`src/rtl/collision_event_scheduler.sv`:
```
// Collects per-frame collision flags, commits them at start of frame and
// delivers them one per clock, highest priority first, over valid/ready.
module collision_event_scheduler #(
  parameter int NUM_SHOTS = 3
) (
  input  logic                 clk,
  input  logic                 resetN,
  input  logic                 startOfFrame,
  input  logic                 towerPlayerCollision,
  input  logic                 TowerEnemyHUCollision,
  input  logic [NUM_SHOTS-1:0] ShotEnemyCollision,
  input  logic [NUM_SHOTS-1:0] ShotHeadsDownCollision,
  input  logic [NUM_SHOTS-1:0] ShotBoxCollision,
  output logic                 event_valid,
  input  logic                 event_ready,
  output logic [2:0]           event_type,
  output logic [1:0]           event_shot,
  output logic                 frame_done,
  output logic                 merge_overflow
);

  localparam int NV = 2 + 3 * NUM_SHOTS;

  typedef enum logic {IDLE, OFFER} state_t;

  state_t          state_reg, state_next;
  logic [NV-1:0]   in_vec, snap;
  logic [NV-1:0]   sticky_reg, sticky_next;
  logic [NV-1:0]   pending_reg, pending_next;
  logic [NV-1:0]   pick_onehot, issued_bit, pending_kept;
  logic [2:0]      type_reg, type_next, pick_type;
  logic [1:0]      shot_reg, shot_next, pick_shot;
  logic            frame_done_reg, frame_done_next;
  logic            merge_reg, merge_next;
  logic            load;
  logic [2:0]      bit_type [NV];
  logic [1:0]      bit_shot [NV];

  // Bit 0 is the highest priority; shot groups follow in priority order.
  assign in_vec = {ShotBoxCollision, ShotHeadsDownCollision, ShotEnemyCollision,
                   TowerEnemyHUCollision, towerPlayerCollision};

  genvar gi;
  generate
    for (gi = 0; gi < NV; gi++) begin : g_map
      if (gi < 2) begin : g_tower
        assign bit_type[gi] = 3'(gi + 1);
        assign bit_shot[gi] = 2'd3;
      end else begin : g_shot
        assign bit_type[gi] = 3'(3 + (gi - 2) / NUM_SHOTS);
        assign bit_shot[gi] = 2'((gi - 2) % NUM_SHOTS);
      end
    end
  endgenerate

  // Lowest set bit of the pre-commit pending vector.
  assign pick_onehot = pending_reg & (~pending_reg + NV'(1));

  always_comb begin
    pick_type = '0;
    pick_shot = '0;
    for (int i = 0; i < NV; i++) begin
      if (pick_onehot[i]) begin
        pick_type = pick_type | bit_type[i];
        pick_shot = pick_shot | bit_shot[i];
      end
    end
  end

  always_comb begin
    state_next      = state_reg;
    type_next       = type_reg;
    shot_next       = shot_reg;
    frame_done_next = 1'b0;
    load            = 1'b0;
    snap            = sticky_reg | in_vec;

    case (state_reg)
      IDLE: begin
        if (pending_reg != '0) load = 1'b1;
      end
      OFFER: begin
        if (event_ready) begin
          if (pending_reg != '0) begin
            load = 1'b1;
          end else begin
            state_next      = IDLE;
            type_next       = 3'd0;
            shot_next       = 2'd3;
            // A commit refilling pending means the drain is not finished.
            frame_done_next = !(startOfFrame && (snap != '0));
          end
        end
      end
      default: state_next = IDLE;
    endcase

    if (load) begin
      state_next = OFFER;
      type_next  = pick_type;
      shot_next  = pick_shot;
    end

    issued_bit   = load ? pick_onehot : '0;
    pending_kept = pending_reg & ~issued_bit;
    pending_next = startOfFrame ? (pending_kept | snap) : pending_kept;
    merge_next   = startOfFrame && ((pending_kept & snap) != '0);
    sticky_next  = startOfFrame ? '0 : snap;
  end

  always_ff @(posedge clk or negedge resetN) begin
    if (!resetN) begin
      state_reg      <= IDLE;
      sticky_reg     <= '0;
      pending_reg    <= '0;
      type_reg       <= 3'd0;
      shot_reg       <= 2'd3;
      frame_done_reg <= 1'b0;
      merge_reg      <= 1'b0;
    end else begin
      state_reg      <= state_next;
      sticky_reg     <= sticky_next;
      pending_reg    <= pending_next;
      type_reg       <= type_next;
      shot_reg       <= shot_next;
      frame_done_reg <= frame_done_next;
      merge_reg      <= merge_next;
    end
  end

  assign event_valid    = (state_reg == OFFER);
  assign event_type     = type_reg;
  assign event_shot     = shot_reg;
  assign frame_done     = frame_done_reg;
  assign merge_overflow = merge_reg;

endmodule
```
`config.mk`:
```
export PLATFORM = sky130hd
export DESIGN_NAME = collision_event_scheduler
export DESIGN_NICKNAME = d
export VERILOG_FILES = /design/src/rtl/collision_event_scheduler.sv
export SDC_FILE = /design/constraint.sdc
export NUM_CORES = 1
export LEC_CHECK = 0
export ABC_AREA = 0
export CAP_MARGIN = 15
export CORE_MARGIN = 4
export CORE_UTILIZATION = 35
export DETAILED_ROUTE_END_ITERATION = 8
export HOLD_SLACK_MARGIN = 0.03
export SLEW_MARGIN = 20
export SYNTH_ARGS = -nofsm -noshare
export SYNTH_HDL_FRONTEND = slang
export SYNTH_SLANG_ARGS = --single-unit
```
`constraint.sdc`:
```
create_clock -name clk -period 1.62 [get_ports clk]
set_input_delay 0.324 -clock clk [delete_from_list [all_inputs] [get_ports clk]]
set_output_delay 0.324 -clock clk [all_outputs]
set_load 0.005 [all_outputs]
```
Word level (Yosys, flattened, before mapping)

Index checks and enable logic that the tools add are counted.

Output and inout bits: 8
Word-level logic and storage cells: 65
Flip-flop bits (word level): 30

Reductions and logical operators: 9
Muxes and demuxes: 39
Bitwise logic cells: 8
Eq/ne operators: 1
Add/subtract/negate cells: 1

Operator list:

| cell                  | number |
|---|---|
| $and 11x11->11        | 3 |
| $mux 11               | 3 |
| $reduce_bool 11->1    | 3 |
| $mux 3                | 10 |
| $mux 2                | 13 |
| $not 11->11           | 2 |
| $or 11x11->11         | 2 |
| $mux 1                | 12 |
| $add 11x1->11 const B | 1 |
| $reduce_bool 2->1     | 2 |
| $reduce_and 3->1      | 1 |
| $logic_and 1x1->1     | 2 |
| $ne 2x2->1 const B    | 1 |
| $pmux 1 s2            | 1 |
| $logic_not 1->1       | 1 |
| $not 1->1             | 1 |

Logic depth before layout (Yosys ltp)

Word-level depth: 15
Depth in mapped cells: 6
Mapped depth without buffers: 5

Worst setup path before layout

Ideal clock, no wire load.

Kind: register to register
From: reg state_reg (netlist: event_valid)
To: reg merge_reg (netlist: merge_overflow)
Setup slack: -0.022 ns
Period minus slack after synthesis: 1.642 ns
Data arrival time: 1.496 ns
Stages on the path, launching flop included: 7
Path buffers: 1
Cell sequence: dfrtp_1 nor2b_1 buf_6 o41ai_1 o221ai_1 nor4b_1 a41oi_1

Word-level cells in the longest chain between the ends: 8

RTL lines:

| item                   | RTL line | source |
|---|---|---|
| start, declared        | 26       | `state_t state_reg, state_next;` |
| start signal, assigned | 121      | `state_reg <= state_next;` |
| $not 1->1              | --       |  |
| $pmux 1 s2 (*)         | 78       | `case (state_reg)` |
| $mux 11 (*)            | 104      | `issued_bit = load ? pick_onehot : '0;` |
| $not 11->11 (*)        | 105      | `pending_kept = pending_reg & ~issued_bit;` |
| $and 11x11->11 (*)     | 105      |  |
| $and 11x11->11 (*)     | 107      | `merge_next = startOfFrame && ((pending_kept & snap) != '0);` |
| $reduce_bool 11->1 (*) | 107      |  |
| $logic_and 1x1->1 (*)  | 107      |  |
| named net merge_next   | 34       | `logic merge_reg, merge_next;` |
| end signal, assigned   | 127      | `merge_reg <= merge_next;` |
| end, declared          | 34       |  |

Mark *: on every way through the listed nets, which the timed path passes. The rest lies on a longest branch.
A chain may end at the register's enable or synchronous reset.

Final worst setup path

From: reg pending_reg[2]
To: reg merge_reg (netlist: merge_overflow)

Word-level cells in the longest chain between the ends: 10
Elaborated cells between the ends (all ways): 13

RTL lines:

| item                                                                  | RTL line | source |
|---|---|---|
| start, declared                                                       | 29       | `logic [NV-1:0] pending_reg, pending_next;` |
| start signal, assigned                                                | 123      | `pending_reg <= pending_next;` |
| parallel branches: the longest is 6 deep, another holds $add 11x1->11 | --       |  |
| $and 11x11->11 (*)                                                    | 105      |  |
| $and 11x11->11 (*)                                                    | 107      |  |
| $reduce_bool 11->1 (*)                                                | 107      |  |
| $logic_and 1x1->1 (*)                                                 | 107      |  |
| named net merge_next                                                  | 34       |  |

Mark *: on every way through the listed nets, which the timed path passes.

==> impl_metrics.toml <==
[timing]
clock-skew-final_ns = 0.00461
setup_ws_ns = -0.130
period_share_pct = 108
fmax_mhz = 571
rsz0062_at_grt = "yes"
period_needed_ns = 1.75
setup_viol = 8
hold_viol_final = 0
final_max_slew_viol_count = 0
maxSlewHeadroom_pct = 70.6
worst_pin_slew_ns = 0.435

[global_route]
grt_pass1_vias = 1336
grt_max_degree = 31
antenna_found_initial = 0
grt_pass1_wl_um = 6190
grt_usage_pct = 15.4
grt-ovfl-total = 0

[cts]
cts_hold_buf = 0
htreeDepth = 2
cts_root_buffer = "clkbuf_8"
cts_tree = "done"
cts.path.max_buffers = 2
cts_buffers = 5
clk_latency_ns = 0.29
clock_sinks = 30
clkSlewWorstSetupHoldPaths_ns = 0.07

[floorplan]
initial_core_util_pct = 36.3
die_y_um = 72.4
fp.dieArea_mm2 = 0.00524
ios = 23
core-area_mm2 = 0.00400
die_w_um = 72.4
rows = 23

[route]
postRouteWirelength_um = 3800
drtIter0Drc = 66
drtPass1Iterations = 4
drc = 0
vias = 1311
vias_per_cell = 5.02
ant_nets = 0
wl_per_cell_um = 14.6

[finish]
fillerInstances = 357
antennaDiodeCount = 0
syn_to_final_growth_pct = 48.1
post_route_cells_drive_above_1_share_pct = 35.1
final_nets = 225
final_cells = 261

[logic_synthesis]
async_flop_share_pct = 100
yosys.area.top_type = "dfrtp_1"
synth_cells = 148
synth_edf_count = 0
ys_seq_elements = 30
syn-num-nets = 163
ys_types = 40
ys_warn_count = 0
synth_area_mm2 = 0.00145
synth.most_common_cell = "nor2_1"
synth_area_per_cell_um2 = 9.81
synth.area.top_cells = "dfrtp_1, nor2_1, o21ai_0"
synth_common_cells = "nor2_1, dfrtp_1, o21ai_0, nand2_1, a21oi_1"
synth_ff_type = "dfrtp_1"
yosysTopAreaCellShare_pct = 48.3
synth-seq-area-share_pct = 51.9

[worst_setup_path]
path_cells = "nor4_4 > nor3b_4 > buf_4 > nor2_1 > o21ai_1 > a41oi_1"
cp_num_buf_inv = 1
worstSetupPathType = "register to register"
required_ns = 1.77
slowest_stage = "dfrtp_2"
worst-path-stages = 6
worstPathArrival_ns = 1.90
start_kind = "register"
critical_path.top_delay_family = "simple AND/OR/NAND/NOR gates"
critical_path.max_stage_delay_ns = 0.44
reg2reg_slack_ns = -0.13
crit_path_end_kind = "register"
crit_fanout = 4
ff2ff_path_depth = 6

[job]
drv_cap = 0

[power_and_ir_drop]
power_mw = 1.76
leakage_nw = 0.927
peakVddDrop_uv = 687
p_per_area_mw_per_mm2 = 818

[place]
place_congestion = 0.925
hpwlAfterDp_um = 2720
io_buffers = 22
dp.cells = 246

[status]
status = "finished with violations"
violations = "negative setup slack"

[worst_hold_path]
hp-class = "primary input to asynchronous set/reset pin"
-- cell usage in the layout (no fill, tap or decap), drive strengths merged --
cell / synthesis / routed
a21o: 1 / 1
a21oi: 7 / 7
a22o: 2 / 2
a32o: 1 / 1
a32oi: 1 / 1
a41oi: 1 / 1
and4b: 1 / 1
buf: 4 / 40
clkbuf: 3 / 6
clkdlybuf4s50: 0 / 19
clkinv: 0 / 1
clkinvlp: 0 / 1
dfrtp: 28 / 28
dfstp: 2 / 2
dlygate4sd2: 0 / 3
inv: 5 / 5
nand2: 11 / 11
nand2b: 2 / 2
nand3: 1 / 1
nand4: 3 / 3
nor2: 31 / 31
nor2b: 3 / 3
nor3: 4 / 4
nor3b: 1 / 1
nor4: 3 / 3
nor4b: 2 / 2
o21a: 1 / 1
o21ai: 18 / 18
o221ai: 1 / 1
o22ai: 1 / 1
o2bb2ai: 3 / 3
o31ai: 2 / 2
o41ai: 2 / 2
or2: 1 / 1
or2b: 1 / 1
or4: 1 / 1
-- power breakdown --
part / switching, mW / internal [mW] / leakage, nW
combinational: 0.129 / 0.156 / 0.548
sequential: 0.0306 / 0.798 / 0.332
clock: 0.304 / 0.341 / 0.0472
-- stage by stage --
stage / util, % / setup TNS, ns / area (um^2) / hold slack (ns) / setup WS [ns]
4_1_cts: 52.4 / -0.0873 / 2100 / 0.442 / -0.0354
5_1_grt: 53.7 / -1.27 / 2150 / 0.471 / -0.216
2_1_floorplan: - / 0 / 1460 / 0.0284 / 0.0114
6_report: 53.7 / -0.371 / 2150 / 0.425 / -0.130
3_5_place_dp: 48.6 / -3.05 / 1940 / 0.454 / -0.461
3_3_place_gp: 48.6 / -2.52 / 1940 / 0.453 / -0.379
-- routing by layer --
layer	track usage, %	vias up	part of all wire, %
li1	-	649	-
met3	3.88	7	4.6
met4	6.15	0	1.7
met5	0	-	0
met1	18.9	628	45
met2	25.8	27	49
-- final timing paths --
check,start,endpoint
worst max register to register,pending_reg[2],merge_overflow
max in group asynchronous,resetN,event_shot[0]
min in group clk,event_shot[0],event_shot[0]
worst max-delay path,pending_reg[2],merge_overflow
worst min-delay path,resetN,pending_reg[7]
worst min register to register,event_shot[0],event_shot[0]
-- timing repair --
item,in CTS,in global routing
buffers inserted,5,3
resized for setup,10,8
pin swaps,9,7
setup endpoints to repair,10,11
-- area by class of cell --
| cell class | count | area (um^2) | share of cell area (%) |
|---|---|---|---|
| clock buffer | 6 | 82.6 | 3.84 |
| clock inverter | 2 | 12.5 | 0.582 |
| inverter | 5 | 18.8 | 0.873 |
| multi-input combinational | 106 | 697 | 32.4 |
| sequential | 30 | 756 | 35.2 |
| tap | 50 | 62.6 | 2.91 |
| timing repair buffer | 62 | 520 | 24.2 |
-- cells by family (layout without fill, tap and decap cells) --
| family | Yosys count | count (layout) | share of synthesized area [%] |
|---|---|---|---|
| flip-flops | 30 | 30 | 51.9 |
| buffers and inverters | 12 | 75 | 4.40 |
| AND/OR/NAND/NOR | 65 | 65 | 24.4 |
| AO/OA/AOI/OAI | 41 | 41 | 19.3 |
No activity file was read; power rests on OpenSTA's default activity.
